<file path="src/rtl/branch_predict_if.sv">
// Fetch-side bus between the branch predictor and its fetch/execute neighbours.
// The slave modport is the predictor; the master modport drives fetch and resolve.
interface branch_predict_if;
    logic [15:0] inst_in;
    logic        inst_valid_in;
    logic        stall_in;
    logic        resolve_valid_in;
    logic        branch_fail_in;
    logic [15:0] PC_o;
    logic [15:0] LBPC_o;
    logic        pred_taken_o;
    logic        flush_o;
    logic        stall_o;

    modport master (
        output inst_in, inst_valid_in, stall_in, resolve_valid_in, branch_fail_in,
        input  PC_o, LBPC_o, pred_taken_o, flush_o, stall_o
    );

    modport slave (
        input  inst_in, inst_valid_in, stall_in, resolve_valid_in, branch_fail_in,
        output PC_o, LBPC_o, pred_taken_o, flush_o, stall_o
    );
endinterface

</file>
<file path="src/rtl/branch_predict.sv">
// Always-taken fetch predictor for XM23: owns the PC, redirects on BL/Bcc and keeps
// the fall-through PCs of unresolved branches in a FIFO for misprediction recovery.
module branch_predict #(
    parameter logic [15:0] RESET_PC = 16'h0000,
    parameter int          DEPTH    = 2
) (
    input  logic            clk,
    input  logic            rst_n,
    branch_predict_if.slave bp
);
    localparam int PTR_W = (DEPTH > 1) ? $clog2(DEPTH) : 1;
    localparam int CNT_W = $clog2(DEPTH + 1);

    typedef enum logic [1:0] {RUN, FULL, FLUSH} state_t;

    state_t             state_q, state_d;
    logic [15:0]        pc_q, pc_d;
    logic [CNT_W-1:0]   count_q, count_d;
    logic [PTR_W-1:0]   rd_ptr_q, rd_ptr_d;
    logic [PTR_W-1:0]   wr_ptr_q, wr_ptr_d;
    logic [15:0]        fifo_q [DEPTH];

    logic               is_branch;
    logic signed [15:0] off_s;
    logic [15:0]        pc_plus2;
    logic [15:0]        target;
    logic               fifo_full;
    logic               stall_full;
    logic               pred_taken;
    logic               fail;
    logic               pop;
    logic               push;

    always_comb begin
        is_branch = bp.inst_valid_in && (bp.inst_in[15:14] == 2'b00);
        if (bp.inst_in[13] == 1'b0)
            off_s = {{2{bp.inst_in[12]}}, bp.inst_in[12:0], 1'b0};
        else
            off_s = {{5{bp.inst_in[9]}}, bp.inst_in[9:0], 1'b0};
        pc_plus2 = pc_q + 16'd2;
        target   = pc_plus2 + $unsigned(off_s);
    end

    // Decode is suppressed during FLUSH: the instruction on inst_in is on the squashed path.
    assign fifo_full  = (count_q == CNT_W'(DEPTH));
    assign stall_full = is_branch && (state_q != FLUSH) && fifo_full;
    assign pred_taken = is_branch && (state_q != FLUSH) && !fifo_full;

    // Resolves arriving with nothing in flight are ignored, including failing ones.
    assign fail = bp.resolve_valid_in && bp.branch_fail_in && (count_q != '0);
    assign pop  = bp.resolve_valid_in && !bp.branch_fail_in && (count_q != '0);
    assign push = pred_taken && !bp.stall_in && !fail;

    always_comb begin
        state_d  = state_q;
        pc_d     = pc_q;
        count_d  = count_q;
        rd_ptr_d = rd_ptr_q;
        wr_ptr_d = wr_ptr_q;

        if (push) wr_ptr_d = wr_ptr_q + PTR_W'(1);
        if (pop)  rd_ptr_d = rd_ptr_q + PTR_W'(1);
        if (push && !pop)      count_d = count_q + CNT_W'(1);
        else if (pop && !push) count_d = count_q - CNT_W'(1);

        unique case (state_q)
            RUN:     if (stall_full && !pop) state_d = FULL;
            FULL:    if (pop) state_d = RUN;
            FLUSH:   state_d = RUN;
            default: state_d = RUN;
        endcase

        if (fail) begin
            pc_d     = fifo_q[rd_ptr_q];
            count_d  = '0;
            rd_ptr_d = '0;
            wr_ptr_d = '0;
            state_d  = FLUSH;
        end else if ((state_q == FLUSH) || bp.stall_in || stall_full) begin
            pc_d = pc_q;
        end else if (pred_taken) begin
            pc_d = target;
        end else begin
            pc_d = pc_plus2;
        end
    end

    always_ff @(posedge clk or negedge rst_n) begin
        if (!rst_n) begin
            state_q  <= RUN;
            pc_q     <= RESET_PC;
            count_q  <= '0;
            rd_ptr_q <= '0;
            wr_ptr_q <= '0;
        end else begin
            state_q  <= state_d;
            pc_q     <= pc_d;
            count_q  <= count_d;
            rd_ptr_q <= rd_ptr_d;
            wr_ptr_q <= wr_ptr_d;
        end
    end

    // Entry contents need no reset; count and pointers define which entries are live.
    always_ff @(posedge clk) begin
        if (push) fifo_q[wr_ptr_q] <= pc_plus2;
    end

    assign bp.PC_o         = pc_q;
    assign bp.LBPC_o       = pc_plus2;
    assign bp.flush_o      = (state_q == FLUSH);
    assign bp.pred_taken_o = pred_taken;
    assign bp.stall_o      = stall_full;
endmodule
</file>
<file path="src/flat_wrapper.sv">
// flat-port wrapper written by rule: the top's interface ports become plain ports
module branch_predict_flat 
#(
    parameter logic [15:0] RESET_PC = 16'h0000,
    parameter int          DEPTH    = 2
)
  (clk, rst_n, bp_inst_in, bp_inst_valid_in, bp_stall_in, bp_resolve_valid_in, bp_branch_fail_in, bp_PC_o, bp_LBPC_o, bp_pred_taken_o, bp_flush_o, bp_stall_o);
  branch_predict_if bp_i ();
  input  logic clk;
  input  logic rst_n;
  input wire logic [$bits(bp_i.inst_in)-1:0] bp_inst_in;
  input wire logic [$bits(bp_i.inst_valid_in)-1:0] bp_inst_valid_in;
  input wire logic [$bits(bp_i.stall_in)-1:0] bp_stall_in;
  input wire logic [$bits(bp_i.resolve_valid_in)-1:0] bp_resolve_valid_in;
  input wire logic [$bits(bp_i.branch_fail_in)-1:0] bp_branch_fail_in;
  output wire logic [$bits(bp_i.PC_o)-1:0] bp_PC_o;
  output wire logic [$bits(bp_i.LBPC_o)-1:0] bp_LBPC_o;
  output wire logic [$bits(bp_i.pred_taken_o)-1:0] bp_pred_taken_o;
  output wire logic [$bits(bp_i.flush_o)-1:0] bp_flush_o;
  output wire logic [$bits(bp_i.stall_o)-1:0] bp_stall_o;
  assign bp_i.inst_in = bp_inst_in;
  assign bp_i.inst_valid_in = bp_inst_valid_in;
  assign bp_i.stall_in = bp_stall_in;
  assign bp_i.resolve_valid_in = bp_resolve_valid_in;
  assign bp_i.branch_fail_in = bp_branch_fail_in;
  assign bp_PC_o = bp_i.PC_o;
  assign bp_LBPC_o = bp_i.LBPC_o;
  assign bp_pred_taken_o = bp_i.pred_taken_o;
  assign bp_flush_o = bp_i.flush_o;
  assign bp_stall_o = bp_i.stall_o;
  branch_predict #(.RESET_PC(RESET_PC), .DEPTH(DEPTH)) u_core (.clk(clk), .rst_n(rst_n), .bp(bp_i));
endmodule
</file>
<file path="config.mk">
export PLATFORM = sky130hd
export DESIGN_NAME = branch_predict_flat
export DESIGN_NICKNAME = d
export VERILOG_FILES = /design/src/rtl/branch_predict_if.sv /design/src/rtl/branch_predict.sv /design/src/flat_wrapper.sv
export SDC_FILE = /design/constraint.sdc
export NUM_CORES = 1
export LEC_CHECK = 0
export CAP_MARGIN = 40
export CORE_ASPECT_RATIO = 1.25
export CORE_UTILIZATION = 55
export CTS_BUF_LIST = sky130_fd_sc_hd__clkbuf_8
export CTS_CLUSTER_SIZE = 16
export DETAILED_ROUTE_END_ITERATION = 16
export PLACE_DENSITY = 0.93
export SLEW_MARGIN = 10
export SYNTH_ARGS = -nofsm -noshare
export SYNTH_HDL_FRONTEND = slang
export SYNTH_SLANG_ARGS = --single-unit
</file>
<file path="constraint.sdc">
create_clock -name clk -period 9.9 [get_ports clk]
set_clock_uncertainty 0.15 [all_clocks]
set_input_delay 1.98 -clock clk [delete_from_list [all_inputs] [get_ports clk]]
set_output_delay 1.98 -clock clk [all_outputs]
set_load 0.005 [all_outputs]
</file>
==> impl_metrics.csv <==
group,metric,value,unit
synth,synthTopCellsByArea,"edfxtp_1, dfrtp_1, ha_1",
synth,synth_warnings,0,
synth,synth_area,3306,sq um
floorplanning,die_x,71.34,um
sta,period_needed,6.371,ns
synth,synth_top_cell_by_area,"edfxtp_1",
synth,synth.avg_cell_area,10.40,sq um
pwr,swShare,39.54,%
synth,synthArstFlopShare,40.74,%
routing,drtAntennaViolNets,0,
clock_tree,cts_tree,"built",
floorplanning,rows,31,
floorplanning,die_y,88.68,um
sta,finalSetupTns,0,ns
grt,grt-ovfl-total,0,
setup_path,setup.worst_path.class,"input pin to output pin",
clock_tree,cts_hold_buf,0,
synth,syn_inst,318,
clock_tree,clk_pin_slew,0.09,ns
clock_tree,cts_made_buffers,5,
place,gp_congestion,0.8701,
clock_tree,post_cts_buffers,0,
routing,first_iter_violations,152,
routing,dr_total_vias,2670,
hold_path,hold_depth,1,
run_status,status,"finished with violations",
setup_path,worstPathMaxFanout,18,
synth,ys_seq_elements,54,
floorplanning,core,5779,sq um
layout,final_nets,409,
pwr,power.internal,0.0007068,W
setup_path,cp_slowest_cell,"clkdlybuf4s50_1",
grt,grtUsageTotal,25.31,%
clock_tree,cts_resized,0,
routing,drtPass1Iterations,10,
floorplanning,start_util,57.20,%
setup_path,crit_chain,"clkdlybuf4s50_1 -> nor4b_1 -> nand2b_1 -> clkinv_1 -> clkdlybuf4s50_1",
pwr,power_frac_clock,12.2,%
setup_path,r2r-start,"u_core.bp.PC_o[1]",
layout,syn_to_final_growth,21.61,%
setup_path,arrival,4.24,ns
pwr,cellLeakagePower,1.605,nW
layout,num_antenna_cells,0,
pwr,switchingPower,0.0004622,W
grt,grt_max_degree,26,
grt,grt_pass1_wl,12320,um
pwr,p_per_area,290.8,nW/um^2
setup_path,critPathLaunch,"bp_inst_in[14]",
flow_run,drv.max_cap_violation_count,0,
setup_path,cp_slowest_stage_delay,0.58,ns
routing,wl_per_cell,17.56,um
layout,final_cell_mix,"clkdlybuf4s50_1, nand2_1, edfxtp_1",
sta,fin_crit_sh,64.35,%
setup_path,r2r_cells,13,
sta,finalSetupViolCount,0,
pwr,power_frac_comb,54.9,%
layout,drive_above_1_share,7.297,%
run_status,violations,"design-rule violations",
synth,synth_cell_type_count,57,
clock_tree,cts-root-buf,"clkbuf_8",
floorplanning,dieArea,6326,sq um
clock_tree,clock_latency,0.30,ns
sta,maxSlewHeadroom,37.66,%
routing,drt_wl_total,7658,um
pwr,finalPower,0.001169,W
clock_tree,cts.sinks,54,
sta,slew_violations,0,
setup_path,critical_path_required,7.77,ns
pwr,ir_worst_vdd,149.2,uV
sta,fmaxAchievable,0.1570,GHz
place,place_hpwl,5548,um
synth,synth_flop_cell,"edfxtp_1",
sta,rsz0062_at_grt,"false",
synth,synth_fp_nets,358,
setup_path,cp_top_family,"buffers and inverters",
grt,antenna_found_initial,0,
setup_path,cp.depth,5,
place,io_buffer_count,56,
synth,yosysTopAreaCellShare,29.07,%
sta,worst_slew_pin_slew,0.9351,ns
setup_path,cp_common_cell,"clkdlybuf4s50_1",
synth,synth_edf_count,32,
clock_tree,clock_path_buffers,2,
synth,yosysSeqAreaShare,45.72,%
hold_path,hp-class,"flip-flop to flip-flop",
hold_path,hp-start,"u_core.state_q[1]",
layout,layout_commonest_cell,"clkdlybuf4s50_1",
floorplanning,io_pins,57,
clock_tree,htree_levels,2,
sta,hold_violations,0,
grt,grt_pass1_vias,2591,
routing,drc,5,
setup_path,end_kind,"output pin",
setup_path,path_buf_inv,3,
routing,via_per_inst,6.124,
setup_path,cp-start-kind,"input pin",
pwr,pwr-share-seq,32.9,%
-- synth_stat cells (all sizes together) (2+ instances only) --
| master | instances |
|---|---|
| xnor2 | 15 |
| edfxtp | 32 |
| a22o | 3 |
| xor2 | 12 |
| a211oi | 4 |
| o22ai | 3 |
| nand2b | 3 |
| nand3 | 10 |
| nor3 | 7 |
| ha | 17 |
| and2 | 3 |
| a21oi | 21 |
| a31oi | 3 |
| nand2 | 36 |
| inv | 11 |
| mux2 | 4 |
| and4 | 3 |
| a21o | 5 |
| o211ai | 2 |
| clkbuf | 10 |
| nor2b | 4 |
| buf | 5 |
| or3 | 5 |
| dfrtp | 22 |
| a221oi | 2 |
| and3 | 7 |
| nor4b | 2 |
| nor2 | 11 |
| mux2i | 14 |
| o21ai | 29 |
-- state kept, by name (all words and copies together) (netlist names) --
| register | flops |
|---|---|
| u_core.fifo_q | 32 |
| u_core.bp.PC_o | 16 |
| u_core.count_q | 2 |
| u_core.state_q | 2 |
| u_core.rd_ptr_q | 1 |
| u_core.wr_ptr_q | 1 |
-- area by class of cell --
cell class,count,area [sq um]
clock buffers,5,68.82
multi-input cells,237,1668
fillers,393,1759
repair buffers,59,603.1
inverters,12,45.04
well taps,66,82.58
flip-flops and latches,54,1511
clock inverters,3,41.29
-- power groups by stage --
stage                     Clock, W  Sequential (W)  Combinational [W]
after floorplan                  0        0.000355           0.000414
after global placement           0        0.000384           0.000610
after detailed placement         0        0.000387           0.000633
after CTS                 0.000144        0.000382           0.000640
after global routing      0.000152        0.000391           0.000704
final                     0.000143        0.000385           0.000641
-- metrics by stage --
step	setup WS [ns]	util [%]	area (sq um)	std cells	hold WS (ns)
global route	3.311	69.56	4020	436	0.3117
global placement	3.599	67.18	3882	427	0.2763
floorplan	4.816	-	3306	318	0.2454
CTS	3.482	69.56	4020	436	0.2886
detailed placement	3.489	67.66	3910	428	0.2762
finish	3.529	69.56	4020	436	0.2778
-- metal layers --
metal | vias to the layer above | routed length (um) | part of all wire (%) | global-route usage, %
met5 | - | 0 | 0 | 0
met4 | 0 | 178 | 2.3 | 10.18
met3 | 17 | 575 | 7.5 | 4.556
met2 | 117 | 3846 | 50 | 43.72
met1 | 1272 | 3058 | 40 | 31.58
li1 | 1264 | - | - | -
-- worst paths after layout --
path	slack [ns]	endpoint
worst max-delay path	3.53	bp_pred_taken_o
worst min-delay path	0.28	u_core.state_q[0]
worst max register to register	6.05	u_core.bp.PC_o[11]
worst min register to register	0.28	u_core.state_q[0]
max in group asynchronous	7.35	u_core.bp.PC_o[9]
min in group asynchronous	1.82	u_core.bp.PC_o[1]
-- logic make-up after synthesis --
group	Yosys count	share of synthesized area, %
AO/OA/AOI/OAI	80	15.29
XOR/XNOR	28	7.835
adder cells (fa/ha/maj)	18	7.040
buffers and inverters	27	3.974
flip-flops	54	45.72
multiplexers	18	5.602
AND/OR/NAND/NOR	93	14.54
(Power assumes the default switching activity.)
